==> src/rtl/lane_scroller_pkg.sv <==
// Shared types, default intervals and the lane rotation helper for the lane scroller.
package lane_pkg;

  typedef enum logic [1:0] {
    DIFF_EASY   = 2'd0,
    DIFF_MEDIUM = 2'd1,
    DIFF_HARD   = 2'd2,
    DIFF_INSANE = 2'd3
  } difficulty_t;

  localparam int unsigned DEF_INTERVAL0 = 1000;
  localparam int unsigned DEF_INTERVAL1 = 500;
  localparam int unsigned DEF_INTERVAL2 = 200;
  localparam int unsigned DEF_INTERVAL3 = 100;

  // Widest lane the rotate helper handles; lanes are zero-extended into it.
  localparam int MAX_W = 64;
  localparam int IDX_W = $clog2(MAX_W);

  // Rotate the low `width` bits of `lane` by one cell; dir=1 moves cell k to k+1.
  function automatic logic [MAX_W-1:0] rotate(input logic [MAX_W-1:0] lane, input logic dir,
                                               input int width);
    logic [MAX_W-1:0] res;
    logic [IDX_W-1:0] ki;
    logic [IDX_W-1:0] ni;
    res = '0;
    for (int k = 0; k < MAX_W; k++) begin
      if (k < width) begin
        ki = IDX_W'(k);
        ni = (k + 1 == width) ? '0 : IDX_W'(k + 1);
        if (dir) begin
          res[ni] = lane[ki];
        end else begin
          res[ki] = lane[ni];
        end
      end
    end
    return res;
  endfunction

endpackage

==> src/rtl/lane_scroller_if.sv <==
// Control/status bundle between the game FSM (master) and the lane scroller (slave).
interface lane_scroller_if
  import lane_pkg::*;
#(
  parameter int NUM_LANES = 13,
  parameter int WIDTH     = 16
);
  localparam int ROW_W = (NUM_LANES > 1) ? $clog2(NUM_LANES) : 1;
  localparam int COL_W = (WIDTH > 1) ? $clog2(WIDTH) : 1;

  difficulty_t                  difficulty;
  logic                         run;
  logic                         load_en;
  logic [ROW_W-1:0]             load_lane;
  logic [WIDTH-1:0]             load_data;
  logic [ROW_W-1:0]             frog_row;
  logic [COL_W-1:0]             frog_col;
  logic [NUM_LANES*WIDTH-1:0]   lanes;
  logic                         shift_tick;
  logic                         hit;

  modport master (
    output difficulty, run, load_en, load_lane, load_data, frog_row, frog_col,
    input  lanes, shift_tick, hit
  );

  modport slave (
    input  difficulty, run, load_en, load_lane, load_data, frog_row, frog_col,
    output lanes, shift_tick, hit
  );

endinterface

==> src/rtl/lane_scroller_rotator.sv <==
// One obstacle lane: pattern register, per-lane speed divider, load-over-rotate priority.
module lane_rotator
  import lane_pkg::*;
#(
  parameter int               WIDTH = 16,
  parameter logic             DIR   = 1'b1,
  parameter logic [3:0]       DIV   = 4'd0,
  parameter logic [WIDTH-1:0] INIT  = '0
) (
  input  logic             clk,
  input  logic             reset_n,
  input  logic             tick,
  input  logic             load,
  input  logic [WIDTH-1:0] load_data,
  output logic [WIDTH-1:0] lane,
  output logic [WIDTH-1:0] lane_next
);

  logic [WIDTH-1:0] lane_q, lane_d, lane_rot;
  logic [3:0]       div_q, div_d;
  logic [MAX_W-1:0] rot_full;

  // Lane contents shifted one cell in this lane's direction.
  always_comb begin
    rot_full = rotate(MAX_W'(lane_q), DIR, WIDTH);
    lane_rot = rot_full[WIDTH-1:0];
  end

  // Next state: a load wins over a rotation landing on the same edge.
  always_comb begin
    lane_d = lane_q;
    div_d  = div_q;
    if (load) begin
      lane_d = load_data;
      div_d  = '0;
    end else if (tick) begin
      if (div_q == DIV) begin
        div_d  = '0;
        lane_d = lane_rot;
      end else begin
        div_d = div_q + 4'd1;
      end
    end
  end

  // State register with synchronous reset to the INIT slice.
  always_ff @(posedge clk) begin
    if (!reset_n) begin
      lane_q <= INIT;
      div_q  <= '0;
    end else begin
      lane_q <= lane_d;
      div_q  <= div_d;
    end
  end

  assign lane      = lane_q;
  assign lane_next = lane_d;

endmodule

==> src/rtl/lane_scroller.sv <==
// Lane scroller top: base-tick counter, interval mux, load decode and registered collision flag.
// NUM_LANES/WIDTH must match the parameters of the connected lane_scroller_if instance.
module lane_scroller
  import lane_pkg::*;
#(
  parameter int                         NUM_LANES = 13,
  parameter int                         WIDTH     = 16,
  parameter int                         CNT_W     = 16,
  parameter int unsigned                INTERVAL0 = DEF_INTERVAL0,
  parameter int unsigned                INTERVAL1 = DEF_INTERVAL1,
  parameter int unsigned                INTERVAL2 = DEF_INTERVAL2,
  parameter int unsigned                INTERVAL3 = DEF_INTERVAL3,
  parameter logic [NUM_LANES-1:0]       LANE_DIR  = '1,
  parameter logic [4*NUM_LANES-1:0]     LANE_DIV  = '0,
  parameter logic [NUM_LANES*WIDTH-1:0] INIT      = '0
) (
  input logic            clk,
  input logic            reset_n,
  lane_scroller_if.slave bus
);

  localparam int ROW_W = (NUM_LANES > 1) ? $clog2(NUM_LANES) : 1;
  localparam int COL_W = (WIDTH > 1) ? $clog2(WIDTH) : 1;

  logic [CNT_W-1:0]           interval;
  logic [CNT_W-1:0]           cnt_q, cnt_d;
  logic                       tick;
  logic                       shift_tick_q;
  logic                       hit_q, hit_d;
  logic [NUM_LANES-1:0]       load_hit;
  logic [NUM_LANES*WIDTH-1:0] lanes_q;
  logic [WIDTH-1:0]           lane_next [NUM_LANES];

  // Interval selected by the current difficulty.
  always_comb begin
    interval = CNT_W'(INTERVAL0);
    unique case (bus.difficulty)
      DIFF_EASY:   interval = CNT_W'(INTERVAL0);
      DIFF_MEDIUM: interval = CNT_W'(INTERVAL1);
      DIFF_HARD:   interval = CNT_W'(INTERVAL2);
      DIFF_INSANE: interval = CNT_W'(INTERVAL3);
    endcase
  end

  // Base counter; >= so a switch to a shorter interval wraps on the next enabled cycle.
  always_comb begin
    tick  = bus.run && (cnt_q >= interval - CNT_W'(1));
    cnt_d = cnt_q;
    if (tick) begin
      cnt_d = '0;
    end else if (bus.run) begin
      cnt_d = cnt_q + CNT_W'(1);
    end
  end

  // Load decode; an out-of-range lane index matches no lane.
  always_comb begin
    for (int i = 0; i < NUM_LANES; i++) begin
      load_hit[i] = bus.load_en && (bus.load_lane == ROW_W'(i));
    end
  end

  for (genvar g = 0; g < NUM_LANES; g++) begin : g_lane
    lane_rotator #(
      .WIDTH (WIDTH),
      .DIR   (LANE_DIR[g]),
      .DIV   (LANE_DIV[4*g +: 4]),
      .INIT  (INIT[g*WIDTH +: WIDTH])
    ) u_lane (
      .clk       (clk),
      .reset_n   (reset_n),
      .tick      (tick),
      .load      (load_hit[g]),
      .load_data (bus.load_data),
      .lane      (lanes_q[g*WIDTH +: WIDTH]),
      .lane_next (lane_next[g])
    );
  end

  // Collision looks at the post-edge lane contents so loads and rotations show immediately.
  always_comb begin
    hit_d = 1'b0;
    if (({1'b0, bus.frog_row} < (ROW_W + 1)'(NUM_LANES)) &&
        ({1'b0, bus.frog_col} < (COL_W + 1)'(WIDTH))) begin
      hit_d = lane_next[bus.frog_row][bus.frog_col];
    end
  end

  // Counter, tick pulse and collision registers.
  always_ff @(posedge clk) begin
    if (!reset_n) begin
      cnt_q        <= '0;
      shift_tick_q <= 1'b0;
      hit_q        <= 1'b0;
    end else begin
      cnt_q        <= cnt_d;
      shift_tick_q <= tick;
      hit_q        <= hit_d;
    end
  end

  assign bus.lanes      = lanes_q;
  assign bus.shift_tick = shift_tick_q;
  assign bus.hit        = hit_q;

endmodule

==> src/flat_wrapper.sv <==
// flat-port wrapper written by rule: the top's interface ports become plain ports
module lane_scroller_flat import lane_pkg::*;
#(
  parameter int                         NUM_LANES = 13,
  parameter int                         WIDTH     = 16,
  parameter int                         CNT_W     = 16,
  parameter int unsigned                INTERVAL0 = DEF_INTERVAL0,
  parameter int unsigned                INTERVAL1 = DEF_INTERVAL1,
  parameter int unsigned                INTERVAL2 = DEF_INTERVAL2,
  parameter int unsigned                INTERVAL3 = DEF_INTERVAL3,
  parameter logic [NUM_LANES-1:0]       LANE_DIR  = '1,
  parameter logic [4*NUM_LANES-1:0]     LANE_DIV  = '0,
  parameter logic [NUM_LANES*WIDTH-1:0] INIT      = '0
)
  (clk, reset_n, bus_difficulty, bus_run, bus_load_en, bus_load_lane, bus_load_data, bus_frog_row, bus_frog_col, bus_lanes, bus_shift_tick, bus_hit);
  lane_scroller_if #(.NUM_LANES(NUM_LANES), .WIDTH(WIDTH)) bus_i ();
  input logic clk;
  input logic reset_n;
  input wire logic [$bits(bus_i.difficulty)-1:0] bus_difficulty;
  input wire logic [$bits(bus_i.run)-1:0] bus_run;
  input wire logic [$bits(bus_i.load_en)-1:0] bus_load_en;
  input wire logic [$bits(bus_i.load_lane)-1:0] bus_load_lane;
  input wire logic [$bits(bus_i.load_data)-1:0] bus_load_data;
  input wire logic [$bits(bus_i.frog_row)-1:0] bus_frog_row;
  input wire logic [$bits(bus_i.frog_col)-1:0] bus_frog_col;
  output wire logic [$bits(bus_i.lanes)-1:0] bus_lanes;
  output wire logic [$bits(bus_i.shift_tick)-1:0] bus_shift_tick;
  output wire logic [$bits(bus_i.hit)-1:0] bus_hit;
  assign bus_i.difficulty = bus_difficulty;
  assign bus_i.run = bus_run;
  assign bus_i.load_en = bus_load_en;
  assign bus_i.load_lane = bus_load_lane;
  assign bus_i.load_data = bus_load_data;
  assign bus_i.frog_row = bus_frog_row;
  assign bus_i.frog_col = bus_frog_col;
  assign bus_lanes = bus_i.lanes;
  assign bus_shift_tick = bus_i.shift_tick;
  assign bus_hit = bus_i.hit;
  lane_scroller #(.NUM_LANES(NUM_LANES), .WIDTH(WIDTH), .CNT_W(CNT_W), .INTERVAL0(INTERVAL0), .INTERVAL1(INTERVAL1), .INTERVAL2(INTERVAL2), .INTERVAL3(INTERVAL3), .LANE_DIR(LANE_DIR), .LANE_DIV(LANE_DIV), .INIT(INIT)) u_core (.clk(clk), .reset_n(reset_n), .bus(bus_i));
endmodule
==> config.mk <==
export PLATFORM = sky130hd
export DESIGN_NAME = lane_scroller_flat
export DESIGN_NICKNAME = d
export VERILOG_FILES = /design/src/rtl/lane_scroller_pkg.sv /design/src/rtl/lane_scroller_if.sv /design/src/rtl/lane_scroller_rotator.sv /design/src/rtl/lane_scroller.sv /design/src/flat_wrapper.sv
export SDC_FILE = /design/constraint.sdc
export NUM_CORES = 1
export LEC_CHECK = 0
export BUFFER_PORTS_ARGS = -buffer_cell sky130_fd_sc_hd__buf_2
export CAP_MARGIN = 20
export CORE_ASPECT_RATIO = 0.9
export CORE_MARGIN = 4
export CORE_UTILIZATION = 58
export DETAILED_ROUTE_END_ITERATION = 12
export PLACE_DENSITY_LB_ADDON = 0.25
export SETUP_SLACK_MARGIN = 0.3
export SLEW_MARGIN = 20
export SYNTH_ARGS = -nofsm -noshare
export SYNTH_HDL_FRONTEND = slang
export SYNTH_SLANG_ARGS = --single-unit
==> constraint.sdc <==
create_clock -name clk -period 3.84 [get_ports clk]
set_input_delay 0 -clock clk [delete_from_list [all_inputs] [get_ports clk]]
set_output_delay 0 -clock clk [all_outputs]
set_load 0.005 [all_outputs]
* Yosys cells after proc, flatten, opt, wreduce, memory -nomap -nowiden
Index checks and enable logic that the tools add are counted.
Storage, ports and cells: register bits after elaboration 278, bits in latches 0, memory bits (writable) 0, memory bits (read-only) 0, output and inout bits 210, logic and storage cells 167, memories 0
Cells by class: add/subtract/negate cells 15, multiply operators 0, div/mod/pow operators 0, magnitude comparators 4, equal/unequal tests 15, shift-type cells 0, multiplexer cells 58, bitwise logic cells 2, reduce and logical (&&, ||, !) cells 44
Operator list (count):
- $mux 16 | 41
- $bmux 16 s4 | 1
- $pmux 16 s4 | 1
- $logic_not 4->1 | 14
- $add 4x1->4 const B | 13
- $mux 4 | 13
- $reduce_or 2->1 | 14
- $eq 4x4->1 const B | 5
- $add 16x1->16 const B | 1
- $eq 4x3->1 const B | 4
- $ge 16x16->1 | 1
- $sub 16x1->16 const B | 1
- $logic_and 1x1->1 | 14
- $eq 4x2->1 const B | 2
- $ge 5x5->1 const B | 1
- $lt 4x5->1 const B | 1
- $not 4->5 | 1
- $bmux 1 s4 | 1
- $eq 2x2->1 const B | 2
- $eq 4x1->1 const B | 1
- $lt 4x4->1 const B | 1
- $eq 2x1->1 const B | 1
- $logic_not 2->1 | 1
- $reduce_and 2->1 | 1
- 2 further kinds | 2

* Logic depth before layout (Yosys ltp)
Gate-level depths: netlist (run 1).
word-level depth 12, gate-level depth with buffers 16, depth with buffers taken out 13

* Hierarchy
Synthesis (run 1) repeated with hierarchy kept, for this count alone.
Unflattened totals: cell total of the unflattened synthesis 2160, area total of the unflattened synthesis 18735.5 sq um
By module, submodules not included:
- lane_rotator | instances 13, cells each 142, area each 1212.4 sq um, sequential area each 400.4 sq um
- lane_scroller | instances 1, cells each 314, area each 2974.1 sq um, sequential area each 360.3 sq um

* Worst setup path after synthesis (run 1)
OpenSTA, ideal clock, no wires.
kind register to register, start reg u_core.cnt_q[9], end reg u_core.hit_q (netlist: u_core.bus.hit), setup time 125 ps, arrival 3326 ps, data required time 3715 ps, path slack 389 ps, stages on the path, launching flop included 14, clock period less this slack 3451 ps, cells stage by stage dfxtp_1 ha_1 nand4_2 o22ai_2 o31ai_4 or4b_1 buf_6 mux2_4 mux2i_4 o2bb2ai_1 or4_1 and4_1 a41oi_1 o22ai_1
On the way: word-level cells in the longest chain between the ends 9, elaborated cells on any way between the ends 33
RTL lines:
- start, declared | line lane_scroller.sv:26 | logic [CNT_W-1:0] cnt_q, cnt_d;
- start signal, assigned | line lane_scroller.sv:96 | cnt_q <= cnt_d;
- $ge 16x16->1 (*) | line lane_scroller.sv:47 | tick = bus.run && (cnt_q >= interval - CNT_W'(1));
- $logic_and 1x1->1 (*) | line lane_scroller.sv:47
- $mux 16 | line lane_scroller_rotator.sv:36 | end else if (tick) begin
- $mux 16 | line lane_scroller_rotator.sv:33 | if (load) begin
- $bmux 16 s4 (*) | line lane_scroller.sv:85 | hit_d = lane_next[bus.frog_row][bus.frog_col];
- $mux 16 (implied by the code) (*) (2 in a row) | line lane_scroller.sv:85
- $bmux 1 s4 (*) | line lane_scroller.sv:85
- $mux 1 (implied by the code) (*) | line lane_scroller.sv:85
- end signal, assigned | line lane_scroller.sv:98 | hit_q <= hit_d;
- end, declared | line lane_scroller.sv:29 | logic hit_q, hit_d;
Mark *: on every way between the ends. The rest lies on a longest branch, timed or not. The select of a mux whose other input is x is not followed. A chain may end at the register's enable or synchronous reset.

* Worst setup path after layout (run 1)
start reg u_core.cnt_q[0], end reg u_core.hit_q (netlist: u_core.bus.hit)
The elaborated chain is that of the path after synthesis.

==> results of run 1 <==
==> layout make-up <==
cell class / count / area (sq um) / area share
Clock buffer: 45 / 865.8 / 0.04654
Clock inverter: 7 / 91.34 / 0.004910
Inverter: 34 / 127.6 / 0.006860
Multi-Input combinational cell: 1495 / 9438 / 0.5073
Sequential cell: 278 / 5573 / 0.2996
Tap cell: 348 / 435.4 / 0.02341
Timing Repair Buffer: 342 / 2072 / 0.1114
==> metal layers <==
metal,up-vias,wire [um],share of wire
met2,1369,27140,0.42
met3,249,9788,0.15
met5,-,0,0
li1,7444,-,-
met1,8000,24850,0.38
met4,0,3073,0.047
==> state kept, by name, summed over array words and instances (netlist names) <==
name	count
u_core.g_lane.u_lane.lane	208
u_core.g_lane.u_lane.div_q	52
u_core.cnt_q	16
u_core.bus.hit	1
u_core.bus.shift_tick	1
==> synthesized netlist by cell type (6+ instances only) <==
master and n:
a221oi_1 13, nand2_1 199, nand2b_1 7, a211oi_1 86
clkbuf_1 122, o22ai_1 6, a22oi_1 10, dfxtp_1 278
nor3b_1 12, buf_1 13, nor2_1 266, nor3_1 43
o211a_1 6, nor2b_1 12, o211ai_1 23, and3_1 14
nand4_1 22, a311oi_1 9, and2_1 99, o2111ai_1 9
a31oi_1 31, inv_1 34, nand3_1 57, mux2i_1 153
xnor2_1 12, a21oi_1 120, buf_2 13, xor2_1 29
ha_1 35, o21ai_0 124
==> cell usage in the layout, fill, tap and decap left out, types with 30 or more instances in the layout <==
cell / Yosys / layout
a21oi_1: 120 / 118
and2_1: 99 / 99
a31oi_1: 31 / 31
a211oi_1: 86 / 82
nand2_1: 199 / 194
ha_1: 35 / 30
nor2_1: 266 / 265
nand3_1: 57 / 57
mux2i_1: 153 / 150
o21ai_0: 124 / 119
buf_4: 2 / 83
buf_2: 13 / 242
dfxtp_1: 278 / 274
inv_1: 34 / 33
nor3_1: 43 / 42
==> kinds of logic after synthesis <==
logic type,after synthesis,synth area share
AND/OR/NAND/NOR,763,0.2295
XOR/XNOR,41,0.02316
AO/OA/AOI/OAI,497,0.2102
adder cells (fa/ha/maj),35,0.02824
buffers and inverters,185,0.04680
multiplexers,157,0.1026
other,2,0.0004844
flip-flops,278,0.3589
==> how the worst max path moves through the flow <==
stage | from | cells after the start | end | slack [ns]
finish | u_core.cnt_q[0] | 14 | u_core.bus.hit | 0.26
detailed placement | bus_difficulty[0] | 15 | u_core.bus.hit | 0.09
CTS | u_core.cnt_q[9] | 13 | u_core.bus.hit | 0.32
global route | u_core.cnt_q[2] | 14 | u_core.bus.hit | 0.16
global placement | bus_difficulty[0] | 16 | u_core.bus.hit | 0.16
floorplan | u_core.cnt_q[9] | 13 | u_core.bus.hit | 0.39
==> power groups by stage <==
| stage | clock network [mW] | logic, mW | registers, mW |
|---|---|---|---|
| after floorplan | 0 | 0.318 | 3.03 |
| after global placement | 0 | 0.594 | 3.04 |
| after detailed placement | 0 | 0.594 | 3.04 |
| after CTS | 2.89 | 0.606 | 2.98 |
| after global routing | 3.00 | 0.673 | 2.98 |
| final | 2.91 | 0.651 | 2.98 |
==> worst min-delay path: cells and delay by family <==
kind	cells	cell delay [ns]
buffers and inverters	1	0.32
AND/OR/NAND/NOR	1	0.18
AO/OA/AOI/OAI	1	0.05
==> what timing repair did <==
| action | 4_1_cts | 5_1_grt |
|---|---|---|
| gates resized for setup | 9 | 41 |
| endpoints found under the setup margin | 1 | 1 |
| cloned | 0 | 0 |
| setup buffers | 0 | 3 |
| hold buffers | 8 | 0 |
| pin swaps | 5 | 10 |
| hold endpoints to repair | 10 | 0 |
==> key figures, run 1 <==
Global routing
  • Via count of the first global-routing pass: 15923
  • Largest net degree at the start of global routing: 79
  • Met2 Usage GRT: 0.6136
  • Overall overflow remaining after global route: 0
  • GRT busiest layer: met2
  • Global-route met1 utilization: 0.5647
  • Global router's overall resource usage: 0.4160
  • Met3 demand-to-capacity share in global routing: 0.1332
  • First-pass GRT wire length: 95920 um
  • Number of antenna violations at the first check in global routing: 0

Floorplan
  • Horizontal extent of the die: 180.3 um
  • Die Outline Area: 29420 sq um
  • Count of boundary I/O pins: 244
  • Core footprint: 26210 sq um
  • Cell row count: 56
  • Starting Density: 0.5917
  • Die Y: 163.1 um

Power and ir drop
  • Internal power of the cells: 4.797 mW
  • Worst vdd rail ir drop: 345.9 uV
  • Leak pwr: 8.541 nW
  • Power share of the clock group: 0.445
  • Switching power: 1.743 mW
  • Sequential group share of total power: 0.456
  • Power share of the combinational group: 0.100
  • Switching share of power: 0.2665
  • Total Power: 6.540 mW
  • Pwr per Cell Area: 351.6 nW/um^2

Cells and area
  • Ant. Diodes: 0
  • Fraction of layout cells with a size suffix above 1: 0.2008
  • Number of nets in the final layout: 2249
  • Layout filler cell count: 2151
  • Final core occ: 0.7099
  • Layout overhead on the synthesized area: 19.98%
  • Post-route insts no fill: 2549
  • Final std cell area, no fill: 18600 sq um

STA
  • Post-Route Skew: 0.02034 ns
  • Final period utilization: 0.9334
  • Max Fclk: 0.2790 GHz
  • Final-report setup violation count: 0
  • Setup repair after global routing missed its margin: yes
  • Least setup slack across all paths after layout: 0.2559 ns
  • Clock period minus worst slack: 3.584 ns
  • Fin. max-slew vios: 0
  • Transition time at the pin with the least slew margin: 0.9548 ns
  • Final count of hold timing violations: 0
  • Sum Neg Setup Slack: 0 ns
  • Max-Slew Margin vs Limit: 0.3585
  • Hold Worst Slack: 0.02710 ns

Setup path
  • Library cell contributing the largest single delay on the critical path: or4b_4
  • Kind of end point of the critical path: register
  • Largest delay share family, worst path: compound AO/OA/AOI/OAI gates
  • Destination of the worst register-to-register timing path: u_core.bus.hit
  • Ordered list of cells on the worst path: ha_2, a211oi_2, nor3_4, o31ai_4, buf_6, or4b_4, buf_12, mux2i_2, a2111o_1, a221oi_2, o211ai_1, a41oi_1, nor3_1, o22ai_1
  • Number of cell instances on the worst register-to-register path: 14
  • Endpoint arrival time on the critical path: 4.08 ns
  • Start-to-end type of the worst setup path: register to register
  • Source of the worst register-to-register timing path: u_core.cnt_q[0]
  • Delay of the slowest cell on the worst path: 0.56 ns
  • Category of the worst setup path launch point: register
  • CP Data Required Time: 4.34 ns
  • Register-to-register setup slack: 0.26 ns
  • Maximum fanout count along the critical path: 18
  • Buf/Inv on CP: 2

Outcome
  • Run status: finished clean

Placed design
  • HPWL after detailed placement: 45610 um
  • Number of port buffers: 243
  • RePlAce Congestion: 1.046
  • Number of placed instances, taps included: 2486
  • Placed Instance Area: 17320 sq um
  • Minimum setup slack after placement: 0.08873 ns

Route
  • Antenna-violating nets left: 0
  • Total number of vias: 17062
  • Router iterations before antenna repair: 8
  • Post-detailed-routing wire length: 64850 um
  • Post-detailed-route DRC marker count: 0
  • Detailed router's first-iteration violation count: 2498
  • Avg Vias per Cell: 6.694
  • Average routed wire per standard cell: 25.44 um

Synth
  • Post-synth design cell area: 15500 sq um
  • Post-synth ARST share: 0
  • Synthesized Nets: 2027
  • Avg Inst Size Synth: 7.919 sq um
  • Mapped Cells: 1958
  • Sequential-to-total area share from yosys stat: 0.3589
  • Yosys warns: 0
  • Flop and latch count out of synthesis: 278
  • Fraction of synthesized cell area taken by the top area cell type: 0.3589
  • Post-synthesis cell type with the largest combined area: dfxtp_1
  • Post-synth EDFFs: 0
  • Most used flip-flop cell after synthesis: dfxtp_1
  • Number of distinct library cell variants in the gate-level netlist after synthesis: 77
  • Main area contributors after synthesis: dfxtp_1, mux2i_1, nor2_1

Clocking
  • Maximum buffer depth of the clock tree: 3
  • Clock transition at path regs: 0.08 ns
  • Root cell of the clock tree: clkbuf_16
  • Cts bufs inserted: 29
  • Clock insertion delay at the later pin of the skew report: 0.57 ns
  • Sink count of the clock tree: 278
  • CTS tree: yes
  • CTS H-tree depth: 1

Worst hold path
  • Cell depth of the worst min-delay path: 3
  • Hold path startpoint: bus_load_data[2]
  • Hold worst-path end: u_core.g_lane[5].u_lane.lane[2]
  • Hold Path Class: primary input to register

Run
  • Max-capacitance violation count: 0
(Power assumes the default switching activity.)
==> run 2, diff against run 1 <==
==> constraint.sdc (replaced) <==
create_clock -name clk -period 3.55 [get_ports clk]
set_input_delay 0 -clock clk [delete_from_list [all_inputs] [get_ports clk]]
set_output_delay 0 -clock clk [all_outputs]
set_load 0.005 [all_outputs]
==> key figures, run 2 (synthesis results as in run 1) <==
Outcome
  • Run status: finished clean (unchanged)

Placed design
  • HPWL after detailed placement: 47720 um (was 45610 um)
  • Placed Instance Area: 17740 sq um (was 17320 sq um)
  • Number of placed instances, taps included: 2533 (was 2486)
  • Number of port buffers: 243 (unchanged)
  • RePlAce Congestion: 1.044 (was 1.046)
  • Minimum setup slack after placement: -0.1731 ns (was 0.08873 ns)

Power and ir drop
  • Leak pwr: 8.740 nW (was 8.541 nW)
  • Total Power: 7.112 mW (was 6.540 mW)
  • Worst vdd rail ir drop: 357.9 uV (was 345.9 uV)
  • Pwr per Cell Area: 369.5 nW/um^2 (was 351.6 nW/um^2)

STA
  • Least setup slack across all paths after layout: 0.05791 ns (was 0.2559 ns)
  • Setup repair after global routing missed its margin: yes (unchanged)
  • Sum Neg Setup Slack: 0 ns (unchanged)
  • Transition time at the pin with the least slew margin: 0.8914 ns (was 0.9548 ns)
  • Final-report setup violation count: 0 (unchanged)
  • Final count of hold timing violations: 0 (unchanged)
  • Fin. max-slew vios: 0 (unchanged)
  • Final period utilization: 0.9837 (was 0.9334)
  • Post-Route Skew: 0.01617 ns (was 0.02034 ns)
  • Clock period minus worst slack: 3.492 ns (was 3.584 ns)
  • Max-Slew Margin vs Limit: 0.4049 (was 0.3585)
  • Max Fclk: 0.2864 GHz (was 0.2790 GHz)

Clocking
  • Cts bufs inserted: 29 (unchanged)
  • CTS H-tree depth: 1 (unchanged)
  • Root cell of the clock tree: clkbuf_16 (unchanged)
  • Clock transition at path regs: 0.07 ns (was 0.08 ns)
  • Clock insertion delay at the later pin of the skew report: 0.57 ns (about the same)
  • CTS tree: yes (unchanged)
  • Maximum buffer depth of the clock tree: 3 (unchanged)
  • Sink count of the clock tree: 278 (unchanged)

Floorplan
  • Horizontal extent of the die: 180.3 um (unchanged)
  • Count of boundary I/O pins: 244 (unchanged)
  • Starting Density: 0.5917 (unchanged)
  • Die Outline Area: 29420 sq um (unchanged)
  • Die Y: 163.1 um (unchanged)
  • Cell row count: 56 (unchanged)
  • Core footprint: 26210 sq um (unchanged)

Cells and area
  • Fraction of layout cells with a size suffix above 1: 0.2341 (was 0.2008)
  • Final std cell area, no fill: 19250 sq um (was 18600 sq um)
  • Layout overhead on the synthesized area: 24.14% (was 19.98%)
  • Commonest cells after routing, fill and taps aside: dfxtp_1, nor2_1, buf_2, nand2_1, mux2i_1 (unchanged)
  • Number of nets in the final layout: 2300 (was 2249)
  • Most common library cell in the layout ignoring fill and taps: dfxtp_1 (unchanged)
  • Number of flip-flops under the largest register name: 208 (unchanged)
  • Post-route insts no fill: 2600 (was 2549)

Setup path
  • Register-to-register setup slack: 0.06 ns (was 0.26 ns)
  • Destination of the worst register-to-register timing path: u_core.bus.hit (unchanged)
  • Source of the worst register-to-register timing path: u_core.cnt_q[2] (was u_core.cnt_q[0])
  • Endpoint arrival time on the critical path: 3.95 ns (was 4.08 ns)
  • Maximum fanout count along the critical path: 9 (was 18)
  • Ordered list of cells on the worst path: ha_4, a211oi_2, buf_4, nor3_4, o31a_4, buf_12, nand2_2, buf_12, mux2i_1, a211o_1, o2111ai_1, a211oi_1, nand3b_1, and4_1, o22ai_1 (was ha_2, a211oi_2, nor3_4, o31ai_4, buf_6, or4b_4, buf_12, mux2i_2, a2111o_1, a221oi_2, o211ai_1, a41oi_1, nor3_1, o22ai_1)
  • Kind of end point of the critical path: register (unchanged)
  • Most used cell, CP: buf_12
  • Start-to-end type of the worst setup path: register to register (unchanged)
  • Library cell contributing the largest single delay on the critical path: o31a_4 (was or4b_4)
  • Largest delay share family, worst path: compound AO/OA/AOI/OAI gates (unchanged)
  • CP Data Required Time: 4.01 ns (was 4.34 ns)
  • Number of cell instances on the worst register-to-register path: 15 (was 14)
  • Category of the worst setup path launch point: register (unchanged)
  • Delay of the slowest cell on the worst path: 0.42 ns (was 0.56 ns)
  • Buf/Inv on CP: 3 (was 2)

Route
  • Avg Vias per Cell: 6.666 (was 6.694)
  • Antenna-violating nets left: 0 (unchanged)
  • Total number of vias: 17331 (was 17062)
  • Detailed router's first-iteration violation count: 3128 (was 2498)
  • Post-detailed-route DRC marker count: 0 (unchanged)
  • Router iterations before antenna repair: 8 (unchanged)
  • Average routed wire per standard cell: 25.88 um (was 25.44 um)
  • Post-detailed-routing wire length: 67290 um (was 64850 um)

Global routing
  • Global-route met1 utilization: 0.5970 (was 0.5647)
  • Largest net degree at the start of global routing: 86 (was 79)
  • Met3 demand-to-capacity share in global routing: 0.1276 (was 0.1332)
  • Met2 Usage GRT: 0.6373 (was 0.6136)
  • Number of antenna violations at the first check in global routing: 1 (was 0)
  • First-pass GRT wire length: 99150 um (was 95920 um)
  • Via count of the first global-routing pass: 16169 (was 15923)
  • Global router's overall resource usage: 0.4311 (was 0.4160)
  • GRT busiest layer: met2 (unchanged)
  • Overall overflow remaining after global route: 0 (unchanged)

Run
  • Max-capacitance violation count: 0 (unchanged)

Worst hold path
  • Cell depth of the worst min-delay path: 3 (unchanged)
  • Hold worst-path end: u_core.g_lane[5].u_lane.lane[1] (was u_core.g_lane[5].u_lane.lane[2])
  • Hold Path Class: primary input to register (unchanged)
  • Hold path startpoint: bus_load_data[1] (was bus_load_data[2])
run 2: cell count changes in the layout (fill, tap and decap cells not counted), moves of 5 or more:
cell / before / now
mux2i_2: 3 / 11
buf_4: 83 / 131
mux2i_1: 150 / 137
mux2i_4: 1 / 6
run 2: worst max path at each step:
stage,from,endpoint,slack (ns),depth (start not counted)
after floorplan,u_core.cnt_q[5],u_core.bus.hit,0.28,13
after global placement,u_core.cnt_q[2],u_core.bus.hit,-0.08,15
after detailed placement,u_core.cnt_q[2],u_core.bus.hit,-0.17,15
after CTS,u_core.cnt_q[2],u_core.bus.hit,0.19,17
after global routing,u_core.cnt_q[2],u_core.bus.hit,-0.02,15
final,u_core.cnt_q[2],u_core.bus.hit,0.06,15
run 2: timing repair:
action / in CTS / in global routing
buffers inserted: 2 / 7
pin swaps: 15 / 25
gates cloned: 0 / 0
endpoints found under the hold margin: 13 / 0
gates resized for setup: 37 / 58
hold buffers: 6 / 0
setup endpoints to repair: 1 / 1
run 2: final cells by class:
class | instances | area (sq um)
Tap cell | 348 | 435.4
Clock inverter | 5 | 81.33
Inverter | 34 | 127.6
Antenna cell | 1 | 2.502
Clock buffer | 46 | 869.6
Fill cell | 1964 | 6957
Sequential cell | 278 | 5578
Timing Repair Buffer | 393 | 2481
Multi-Input combinational cell | 1495 | 9673
run 2: power by group:
group / switching, mW / leakage, nW / internal (mW) / total [mW]
Clock: 1.34 / 0.462 / 1.81 / 3.15
Sequential: 0.0525 / 2.25 / 3.17 / 3.22
Combinational: 0.518 / 6.03 / 0.227 / 0.745
run 2: per-layer routing:
layer	part of all wire	routed length, um	up-vias
li1	-	-	7547
met3	0.15	10080	283
met2	0.41	27920	1454
met1	0.39	25950	8045
met4	0.049	3320	2
met5	0.00019	13	-
run 2: stage by stage:
stage	utilization	hold slack [ns]
2_1_floorplan	-	0.1804
5_1_grt	0.7344	0.02512
4_1_cts	0.7220	0.001023
6_report	0.7345	0.02801
3_5_place_dp	0.6769	0.3425
3_3_place_gp	0.6769	0.3341
run 2: worst min-delay path: cells and delay by family:
family / cells / cell delay, ns
AND/OR/NAND/NOR: 1 / 0.18
buffers and inverters: 1 / 0.30
AO/OA/AOI/OAI: 1 / 0.05
